<file path="config.mk">
export PLATFORM = sky130hd
export DESIGN_NAME = cache_mem_port
export DESIGN_NICKNAME = d
export VERILOG_FILES = /design/src/rtl/cache_mem_port.sv
export SDC_FILE = /design/constraint.sdc
export NUM_CORES = 1
export LEC_CHECK = 0
export CORE_MARGIN = 5
export CORE_UTILIZATION = 31
export CTS_CLUSTER_DIAMETER = 100
export DETAILED_ROUTE_END_ITERATION = 7
export DONT_BUFFER_PORTS = 1
export GPL_ROUTABILITY_DRIVEN = 0
export SYNTH_ARGS = -nofsm -noshare
export SYNTH_HDL_FRONTEND = slang
export SYNTH_SLANG_ARGS = --single-unit
</file>
<file path="constraint.sdc">
create_clock -name clk -period 1.7 [get_ports clk]
set_input_delay 0.255 -clock clk [delete_from_list [all_inputs] [get_ports clk]]
set_output_delay 0.255 -clock clk [all_outputs]
set_load 0.03 [all_outputs]
</file>
<file path="src/rtl/cache_mem_port.sv">
// cache_mem_port: per-word line transfer engine (writeback from victim buffer, fill into data array).
// Define CACHE_MEM_PORT_TIMEOUT_EN to add a handshake watchdog that aborts with done+err.
module cache_mem_port #(
   parameter int ADDR_W     = 32,
   parameter int WORD_W     = 32,
   parameter int LINE_WORDS = 4,
   parameter int TIMEOUT    = 255
) (
   input  logic                          clk,
   input  logic                          rst_b,
   input  logic                          req_wb,
   input  logic                          req_fill,
   input  logic [ADDR_W-1:0]             wb_addr,
   input  logic [ADDR_W-1:0]             fill_addr,
   output logic                          busy,
   output logic                          done,
   output logic                          err,
   output logic [$clog2(LINE_WORDS)-1:0] lb_idx,
   input  logic [WORD_W-1:0]             lb_word,
   output logic                          fill_we,
   output logic [$clog2(LINE_WORDS)-1:0] fill_idx,
   output logic [WORD_W-1:0]             fill_word,
   output logic                          m_valid,
   output logic                          m_we,
   output logic [ADDR_W-1:0]             m_addr,
   output logic [WORD_W-1:0]             m_wdata,
   input  logic                          m_ready,
   input  logic                          m_rvalid,
   input  logic [WORD_W-1:0]             m_rdata
);
   localparam int IW  = $clog2(LINE_WORDS);
   localparam int BW  = WORD_W / 8;
   localparam int OFF = $clog2(LINE_WORDS * BW);
   localparam logic [ADDR_W-1:0] LINE_MASK = ~((ADDR_W'(1) << OFF) - ADDR_W'(1));

   if (WORD_W % 8 != 0 || LINE_WORDS < 2 || (LINE_WORDS & (LINE_WORDS - 1)) != 0 || TIMEOUT < 2) begin : g_bad_cfg
      $error("cache_mem_port: unsupported parameter set");
   end

   typedef enum logic [2:0] {IDLE, WB_CMD, RD_CMD, RD_WAIT, DONE} state_t;

   state_t            state, state_nxt;
   logic [IW-1:0]     beat, beat_nxt;
   logic [ADDR_W-1:0] wb_base, fill_base;
   logic              pend, pend_nxt;

`ifdef CACHE_MEM_PORT_TIMEOUT_EN
   localparam logic [15:0] WD_LIM = 16'(TIMEOUT - 2);
   logic [15:0] wd;
   logic        err_r;
   logic        stall, wd_hit;
   assign stall  = ((state == WB_CMD || state == RD_CMD) && !m_ready) || (state == RD_WAIT && !m_rvalid);
   assign wd_hit = stall && wd == WD_LIM;
   assign err    = state == DONE && err_r;
`else
   assign err = 1'b0;
`endif

   always_comb begin
      state_nxt = state;
      beat_nxt  = beat;
      pend_nxt  = pend;
      fill_we   = 1'b0;
      case (state)
         IDLE: begin
            beat_nxt  = '0;
            pend_nxt  = req_wb && req_fill;
            state_nxt = req_wb ? WB_CMD : req_fill ? RD_CMD : IDLE;
         end
         WB_CMD: if (m_ready) begin
            beat_nxt = beat + 1'b1;
            if (&beat) begin
               state_nxt = pend ? RD_CMD : DONE;
               pend_nxt  = 1'b0;
            end
         end
         RD_CMD: state_nxt = m_ready ? RD_WAIT : RD_CMD;
         RD_WAIT: if (m_rvalid) begin
            fill_we   = 1'b1;
            beat_nxt  = beat + 1'b1;
            state_nxt = &beat ? DONE : RD_CMD;
         end
         default: state_nxt = IDLE;
      endcase
`ifdef CACHE_MEM_PORT_TIMEOUT_EN
      if (wd_hit) state_nxt = DONE;
`endif
   end

   always_ff @(posedge clk or negedge rst_b) begin
      if (!rst_b) begin
         state     <= IDLE;
         beat      <= '0;
         pend      <= 1'b0;
         wb_base   <= '0;
         fill_base <= '0;
      end else begin
         state <= state_nxt;
         beat  <= beat_nxt;
         pend  <= pend_nxt;
         if (state == IDLE && (req_wb || req_fill)) begin
            wb_base   <= wb_addr & LINE_MASK;
            fill_base <= fill_addr & LINE_MASK;
         end
      end
   end

`ifdef CACHE_MEM_PORT_TIMEOUT_EN
   always_ff @(posedge clk or negedge rst_b) begin
      if (!rst_b) begin
         wd    <= '0;
         err_r <= 1'b0;
      end else begin
         wd    <= stall ? wd + 16'd1 : '0;
         err_r <= wd_hit;
      end
   end
`endif

   assign busy      = state != IDLE;
   assign done      = state == DONE;
   assign m_valid   = state == WB_CMD || state == RD_CMD;
   assign m_we      = state == WB_CMD;
   assign m_addr    = m_valid ? (m_we ? wb_base : fill_base) + ADDR_W'(beat) * ADDR_W'(BW) : '0;
   assign m_wdata   = m_we ? lb_word : '0;
   assign lb_idx    = m_we ? beat : '0;
   assign fill_idx  = fill_we ? beat : '0;
   assign fill_word = fill_we ? m_rdata : '0;
endmodule
</file>
==> results of run 1 <==
## repair_timing
action / CTS / global route
pin swaps: 42 / 33
setup endpoints to repair: 139 / 160
endpoints found under the hold margin: 62 / 62
gates resized for setup: 146 / 41
gates cloned: 12 / 1
buffers inserted: 22 / 10
## worst max-delay path by stage
stage | startpoint | cells after the start | to | slack (ps)
4_1_cts | state[1] | 5 | m_addr[24] | -370
2_1_floorplan | state[1] | 7 | m_addr[14] | -110
3_3_place_gp | state[2] | 5 | m_addr[24] | -80
5_1_grt | state[2] | 8 | fill_word[4] | -390
6_report | state[1] | 5 | m_addr[6] | -320
3_5_place_dp | state[2] | 5 | m_addr[24] | -100
## synthesized netlist by cell type, types with 2 or more instances
| cell type | number |
|---|---|
| clkbuf_1 | 13 |
| nor2_1 | 6 |
| and2_1 | 64 |
| mux2_2 | 16 |
| nand2_1 | 62 |
| nor3_1 | 2 |
| buf_12 | 5 |
| nor2b_1 | 4 |
| mux2_4 | 40 |
| dfrtp_1 | 62 |
| o211ai_1 | 2 |
| buf_2 | 5 |
| nand3_1 | 5 |
| o21ai_0 | 3 |
| a21oi_1 | 29 |
| inv_1 | 3 |
| buf_4 | 4 |
## sequential cells by signal, indices dropped and copies added, names as in the netlist
signal and flops:
beat 2, fill_base 28, pend 1, state 3, wb_base 28
## through the flow
step	area, µm²	hold slack (ps)	std cells	util (%)
after floorplan	4010	-40.6	345	-
after CTS	5910	-390	558	52.0
after detailed placement	4670	-39.0	508	41.1
final	6010	-375	560	52.8
after global placement	4670	-39.1	508	41.1
after global routing	6010	-390	560	52.8
## layer usage
layer / track usage [%] / up-vias / share of wire (%)
met2: 33.3 / 167 / 53
met4: 4.87 / 0 / 1.2
met5: 0 / - / 0
met1: 19.6 / 1368 / 36
li1: - / 1267 / -
met3: 6.39 / 10 / 9.1
## final cells by class
class	instances	share of cell area, %
multi-input combinational	251	42.2
sequential	62	25.8
timing repair buffer	84	23.5
clock buffer	12	4.27
tap	143	2.98
clock inverter	4	0.750
inverter	4	0.458
## kinds of logic after synthesis
| group | Yosys count | synth area share [%] |
|---|---|---|
| AND/OR/NAND/NOR | 152 | 22.1 |
| flip-flops | 62 | 43.3 |
| multiplexers | 57 | 22.1 |
| AO/OA/AOI/OAI | 38 | 5.76 |
| buffers and inverters | 32 | 6.42 |
| adder cells (fa/ha/maj) | 1 | 0.349 |
| other | 1 | 0.105 |
## power breakdown
part	total, W	switching, W	internal [W]
combinational	0.00811	0.00426	0.00385
sequential	0.00276	0.000527	0.00223
clock	0.00183	0.000622	0.00121
total	0.0127	0.00541	0.00728
==> flow_summary_export.csv, run 1 <==
group,metric,value,unit
status,run_status,"finished, violations left",
status,violations,"negative hold slack, negative setup slack",
place,dp_slack,-98.2,ps
clock_network,clock_sinks,62,
detailed_routing,detail_route.wirelength,12700,µm
logic_synthesis,postSynth.asyncResetShare,100,%
finish,nNetsFinal,547,
logic_synthesis,syn-mean-instance-area,10.5,µm²
critical_path,critical-path-max-stage-delay,440,ps
logic_synthesis,synth_largest_area_cell,"dfrtp_1",
finish,post_route_cells_drive_above_1_share,69.1,%
sta,min_period,2020,ps
sta,final_count_of_pins_violating_max_slew,0,
die,starting_density_of_the_core,31.5,%
finish,synthesis_to_finish_area_growth,67.5,%
detailed_routing,avgViaCountPerCell,5.02,
critical_path,critical_path_buf_inv_count,2,
logic_synthesis,yosysWarningCount,0,
die,fp-row-count,39,
power_and_ir_drop,post-layout-total-power,0.0127,W
detailed_routing,drc,0,
clock_network,cts_buffers,9,
finish,mostFrequentLayoutCells,"and2_4, dfrtp_1, mux2_4",
critical_path,reg2reg_depth,8,
detailed_routing,detailroute.via_count,2812,
logic_synthesis,synth_seq_cells,62,
finish,multiInputGateArea,2530,µm²
critical_path,worstSetupStartpointType,"flop",
power_and_ir_drop,leakagePower,2.61,nW
global_route,number_of_antenna_violations_at_the_first_check_in_global_routing,0,
clock_network,cts-htree-levels,3,
critical_path,worst_path_max_delay_cell,"or3b_4",
logic_synthesis,ys_top_cells_by_area,"dfrtp_1, mux2_4, and2_1, nand2_1, mux2_2",
global_route,grt_use_total,18.1,%
die,die_width,118,µm
detailed_routing,ant_nets,0,
sta,finClkSkew,5.77,ps
global_route,grt_first_pass_wirelength,19700,µm
clock_network,clkLatencyLatePin,320,ps
logic_synthesis,yosysSeqAreaShare,43.3,%
finish,seqCellArea,1550,µm²
die,chipHeight,118,µm
place,port-buffer-count,0,
critical_path,crit_required,1440,ps
critical_path,cp-end-kind,"output port",
finish,mostFrequentLayoutCell,"and2_4",
detailed_routing,dr.first_iter.drc_count,127,
sta,finalSetupTns,-38160,ps
logic_synthesis,netlist.area_leader.share,43.3,%
global_route,globalRouteOverflowTotal,0,
detailed_routing,firstDrtPassIters,4,
sta,fin_ws,-325,ps
logic_synthesis,syn-cell-area,3590,µm²
min_path,hold_path.class,"in -> async",
sta,post_route_worst_hold_slack,-375,ps
logic_synthesis,synthCells,343,
detailed_routing,wl_per_cell,22.6,µm
global_route,grt_start_max_net_pins,63,
critical_path,cp_top_family,"simple AND/OR/NAND/NOR gates",
die,boundaryPins,240,
sta,grt_setup_unrepaired,"true",
sta,setup_viol,160,
power_and_ir_drop,power_per_cell_area,2110,nW/µm²
clock_network,ctsLongestPathBuffers,2,
power_and_ir_drop,power.ir.vdd_worst,0.000877,V
die,fp.coreArea,11400,µm²
die,floorplan.die_area,13800,µm²
sta,fmax,0.494,GHz
sta,finalHoldViolations,62,
critical_path,critical_path_arrival,1770,ps
run,cap_violations,0,
critical_path,regToRegEndpoint,"wb_base[14]",
logic_synthesis,synth-edff-count,0,
critical_path,ff2ff_setup_slack,-280,ps
clock_network,clock_tree.root_cell,"clkbuf_16",
clock_network,path_clk_slew,50,ps
clock_network,cts_tree,"done",
logic_synthesis,synth_top_flop_cell,"dfrtp_1",
finish,antenna_cells,0,
critical_path,path_max_fanout,14,
critical_path,r2r-start,"state[2]",
place,dp_hpwl,8360,µm
sta,fin_crit_sh,119,%
critical_path,chain_of_cells_forming_the_critical_path,"or3b_4, clkinv_8, buf_12, nand2_1, a21oi_4",
global_route,first_global_vias,3203,
critical_path,critPathKind,"reg -> out",
finish,final.fill_count,963,
logic_synthesis,post_synth_num_cell_types,35,
Power figures use the tool's default switching activity.
==> run 2, diff against run 1 <==
Settings changed: ABC_CLOCK_PERIOD_IN_PS from default to 2500.
Clock period 1.7 ns to 2.5 ns, I/O delays scaled along.
==> flow_summary_export.csv, run 2 (synthesis results as in run 1) <==
group,metric,value,unit
detailed_routing,firstDrtPassIters,4,
critical_path,r2r-start,"state[2]",
place,dp_slack,447,ps
power_and_ir_drop,leakagePower,2.08,nW
sta,fin_ws,168,ps
die,boundaryPins,240,
critical_path,ff2ff_setup_slack,480,ps
global_route,grt_start_max_net_pins,63,
critical_path,regToRegEndpoint,"fill_base[4]",
sta,finClkSkew,5.04,ps
clock_network,cts_tree,"done",
finish,mostFrequentLayoutCells,"buf_4, and2_1, nand2_1",
clock_network,ctsLongestPathBuffers,2,
global_route,global_routing_usage_on_met3,4.95,%
global_route,groute.layer.met2.usage,24.6,%
global_route,grt_first_pass_wirelength,16200,µm
die,floorplan.die_area,13800,µm²
finish,synthesis_to_finish_area_growth,24.4,%
die,fp.coreArea,11400,µm²
die,starting_density_of_the_core,31.5,%
finish,final.fill_count,1124,
global_route,globalRouteOverflowTotal,0,
sta,worstMarginPinSlew,561,ps
min_path,hold_path.class,"in -> reg",
global_route,first_global_vias,2888,
detailed_routing,detailroute.via_count,2642,
finish,mostFrequentLayoutCell,"buf_4",
run,cap_violations,0,
critical_path,critPathCapture,"m_addr[18]",
die,fp-row-count,39,
detailed_routing,drc,0,
finish,finish.utilization,39.2,%
sta,fmax,0.429,GHz
critical_path,critical_path_arrival,1960,ps
critical_path,worstSetupStartpointType,"flop",
power_and_ir_drop,power_per_cell_area,1510,nW/µm²
sta,grt_setup_unrepaired,"false",
finish,nNetsFinal,537,
die,die_width,118,µm
detailed_routing,avgViaCountPerCell,4.82,
critical_path,crit_required,2120,ps
global_route,met1_layer_usage_reported_by_global_route,16.6,%
finish,multiInputGateArea,1820,µm²
critical_path,cp-end-kind,"output port",
clock_network,cts_buffers,9,
clock_network,buffers_inserted_during_post_cts_setup_optimization,0,
clock_network,clock_tree.root_cell,"clkbuf_16",
global_route,number_of_antenna_violations_at_the_first_check_in_global_routing,0,
global_route,top_usage_layer,"met2",
finish,post_route_cells_drive_above_1_share,37.0,%
detailed_routing,wl_per_cell,18.6,µm
finish,antenna_cells,0,
finish,seqCellArea,1560,µm²
sta,final_count_of_pins_violating_max_slew,0,
die,chipHeight,118,µm
sta,slew_headroom,62.5,%
sta,min_period,2330,ps
critical_path,path_max_fanout,51,
power_and_ir_drop,power.ir.vdd_worst,0.000624,V
global_route,grt_use_total,14.6,%
sta,finalSetupTns,0,ps
clock_network,path_clk_slew,50,ps
critical_path,reg2reg_depth,4,
place,port-buffer-count,0,
place,dp_hpwl,7410,µm
clock_network,clock_sinks,62,
detailed_routing,dr.first_iter.drc_count,143,
clock_network,clkLatencyLatePin,330,ps
clock_network,cts-htree-levels,3,
sta,finalHoldViolations,0,
critical_path,worst_setup_path_startpoint,"state[2]",
detailed_routing,detail_route.wirelength,10200,µm
critical_path,critPathKind,"reg -> out",
status,run_status,"complete, no violations",
detailed_routing,ant_nets,0,
sta,fin_crit_sh,93.3,%
sta,setup_viol,0,
finish,biggestRegsByFlops,"fill_base (28), wb_base (28), state (3)",
run 2: how the worst min path moves through the flow:
stage / from / endpoint / depth (start not counted)
after detailed placement: rst_b / fill_base[20] / 0
after CTS: fill_addr[28] / fill_base[28] / 1
after global routing: fill_addr[25] / fill_base[25] / 1
after floorplan: rst_b / beat[0] / 0
final: fill_addr[22] / fill_base[22] / 1
after global placement: rst_b / fill_base[19] / 0
run 2: through the flow:
step	hold slack [ps]	total power (W)	cells	area, µm²
floorplan	79.4	0.00453	345	3590
global placement	81.1	0.00544	532	4130
detailed placement	81.1	0.00549	532	4130
CTS	180	0.00680	548	4460
global route	176	0.00715	548	4460
finish	194	0.00671	548	4460
run 2: area by class of cell:
type                       instances  share of cell area, %
inverter                           4                  0.337
timing repair buffer              74                   13.5
sequential                        62                   34.9
tap                              143                   4.01
clock inverter                     1                  0.673
clock buffer                      13                   5.83
multi-input combinational        251                   40.8
run 2: layer usage:
layer / wire (µm) / up-vias / share of wire (%)
li1: - / 1241 / -
met1: 3960 / 1244 / 39
met2: 5180 / 139 / 51
met3: 709 / 18 / 7.0
met4: 333 / 0 / 3.3
met5: 0 / - / 0
run 2: power breakdown:
part / internal (W) / leakage (nW) / switching [W] / total (W)
logic: 0.00153 / 1.21 / 0.00213 / 0.00366
registers: 0.00152 / 0.729 / 0.000308 / 0.00183
clock network: 0.000815 / 0.142 / 0.000415 / 0.00123
run 2: worst max-delay path, stage by stage, from the launching register on:
cell and delay, ps:
dfrtp_2 460, or3b_1 430, inv_2 100, buf_12 220, nand2_1 80, a21oi_1 140, buf_4 180
run 2: timing repair:
item                                    in CTS  in global routing
hold buffers                                 2                  0
hold endpoints to repair                    62                  0
gates resized for setup                      0                  3
endpoints found under the setup margin       0                  6
==> run 3, diff against run 2 <==
Settings changed: CTS_BUF_LIST from default to sky130_fd_sc_hd__clkbuf_8, CTS_CLUSTER_SIZE from default to 8.
==> flow_summary_export.csv, run 3 (synthesis results as in run 1) <==
group,metric,value,unit
status,run_status,"complete, no violations",
finish,post_route_cells_drive_above_1_share,37.3,%
clock_network,cts_tree,"done",
die,die_width,118,µm
critical_path,cp-end-kind,"output port",
detailed_routing,drc,0,
sta,setup_viol,0,
detailed_routing,dr.first_iter.drc_count,88,
die,fp-row-count,39,
sta,final_count_of_pins_violating_max_slew,0,
global_route,grt_start_max_net_pins,63,
die,chipHeight,118,µm
finish,synthesis_to_finish_area_growth,23.1,%
global_route,met1_layer_usage_reported_by_global_route,16.4,%
run,cap_violations,0,
global_route,global_routing_usage_on_met3,4.95,%
sta,finalSetupTns,0,ps
global_route,globalRouteOverflowTotal,0,
min_path,hold_path.class,"in -> reg",
clock_network,cts-htree-levels,3,
power_and_ir_drop,power.ir.vdd_worst,0.000592,V
place,port-buffer-count,0,
finish,mostFrequentLayoutCells,"buf_4, and2_1, nand2_1",
place,dp_slack,447,ps
clock_network,cts_buffers,9,
detailed_routing,wl_per_cell,19.1,µm
sta,fin_ws,151,ps
power_and_ir_drop,seq_power_share,28.3,%
critical_path,worst_setup_path_startpoint,"state[2]",
finish,biggestRegsByFlops,"fill_base (28), wb_base (28), state (3)",
critical_path,chain_of_cells_forming_the_critical_path,"or3b_1, inv_4, buf_12, nand2_1, a21oi_1, buf_4",
power_and_ir_drop,p_clk_share,13.5,%
detailed_routing,firstDrtPassIters,4,
sta,finalHoldViolations,0,
power_and_ir_drop,netSwitchingFraction,44.2,%
clock_network,clkLatencyLatePin,340,ps
sta,worstMarginPinSlew,561,ps
die,floorplan.die_area,13800,µm²
critical_path,worstSetupStartpointType,"flop",
die,fp.coreArea,11400,µm²
critical_path,crit_required,2120,ps
clock_network,buffers_inserted_during_post_cts_setup_optimization,0,
finish,antenna_cells,0,
clock_network,path_clk_slew,70,ps
sta,fmax,0.426,GHz
clock_network,clock_sinks,62,
power_and_ir_drop,pwr-share-comb,58.1,%
critical_path,r2r-start,"state[2]",
die,starting_density_of_the_core,31.5,%
detailed_routing,ant_nets,0,
sta,slew_headroom,62.5,%
critical_path,cp_top_family,"simple AND/OR/NAND/NOR gates",
detailed_routing,detail_route.wirelength,10500,µm
critical_path,critical-path-max-stage-delay,460,ps
detailed_routing,avgViaCountPerCell,4.89,
global_route,grt_use_total,14.7,%
finish,nNetsFinal,539,
global_route,number_of_antenna_violations_at_the_first_check_in_global_routing,0,
sta,fin_crit_sh,94.0,%
critical_path,critPathKind,"reg -> out",
finish,mostFrequentLayoutCell,"buf_4",
power_and_ir_drop,leakagePower,2.07,nW
global_route,groute.layer.met2.usage,24.7,%
critical_path,worst_path_max_delay_cell,"dfrtp_2",
global_route,top_usage_layer,"met2",
sta,grt_setup_unrepaired,"false",
finish,finish.instance_area,4420,µm²
power_and_ir_drop,netSwitchingPower,0.00285,W
clock_network,ctsLongestPathBuffers,2,
power_and_ir_drop,power_per_cell_area,1460,nW/µm²
global_route,grt_first_pass_wirelength,16200,µm
global_route,first_global_vias,2926,
critical_path,critical_path_arrival,1970,ps
clock_network,clock_tree.root_cell,"clkbuf_8",
critical_path,path_max_fanout,15,
detailed_routing,detailroute.via_count,2691,
critical_path,critical_path_buf_inv_count,3,
sta,min_period,2350,ps
min_path,min-delay-start,"fill_addr[21]",
power_and_ir_drop,power.internal,0.00359,W
sta,finClkSkew,7.48,ps
die,boundaryPins,240,
place,dp_hpwl,7410,µm
place,placed_area,4130,µm²
run 3: cell count changes in the layout (fill, tap and decap cells not counted):
| cell | delta |
|---|---|
| inv_4 | +1 |
| inv_2 | -1 |
| buf_6 | +1 |
| clkbuf_16 | -7 |
| clkbuf_1 | -2 |
| buf_4 | -1 |
| inv_1 | +2 |
| clkbuf_8 | +9 |
run 3: final timing paths:
kind,cells past startpoint,slack (ps),to
max,6,150,m_addr[18]
max in group asynchronous,2,1660,state[2]
min in group asynchronous,2,570,fill_base[20]
min,1,180,fill_base[21]
min reg2reg,1,510,fill_base[5]
max reg2reg,4,480,fill_base[4]
run 3: area by class of cell:
cell class | count | area, µm²
Clock inverter | 3 | 37.5
Sequential cell | 62 | 1560
Timing Repair Buffer | 76 | 657
Fill cell | 1120 | 6950
Inverter | 4 | 17.5
Tap cell | 143 | 179
Clock buffer | 11 | 151
Multi-Input combinational cell | 251 | 1820
run 3: what timing repair did:
action / CTS / global route
hold endpoints to repair: 62 / 0
resized for setup: 0 / 5
hold buffers: 2 / 0
setup endpoints to repair: 0 / 19
run 3: power by group through the flow:
stage	sequential (W)	combinational (W)	clock (W)
after CTS	0.00182	0.00371	0.000905
after floorplan	0.00172	0.00281	0
after detailed placement	0.00183	0.00366	0
after global placement	0.00181	0.00363	0
after global routing	0.00189	0.00402	0.000960
final	0.00182	0.00374	0.000871
run 3: metrics by stage:
step | total power [W] | util (%) | std cells | hold WS (ps)
4_1_cts | 0.00643 | 38.3 | 548 | 160
5_1_grt | 0.00687 | 38.8 | 550 | 147
2_1_floorplan | 0.00453 | - | 345 | 79.4
3_5_place_dp | 0.00549 | 36.3 | 532 | 81.1
3_3_place_gp | 0.00544 | 36.3 | 532 | 81.1
6_report | 0.00644 | 38.8 | 550 | 176
run 3: layer usage:
layer | part of all wire [%] | wire [µm]
met5 | 0 | 0
met4 | 3.5 | 371
met3 | 7.1 | 751
met2 | 51 | 5330
met1 | 39 | 4060
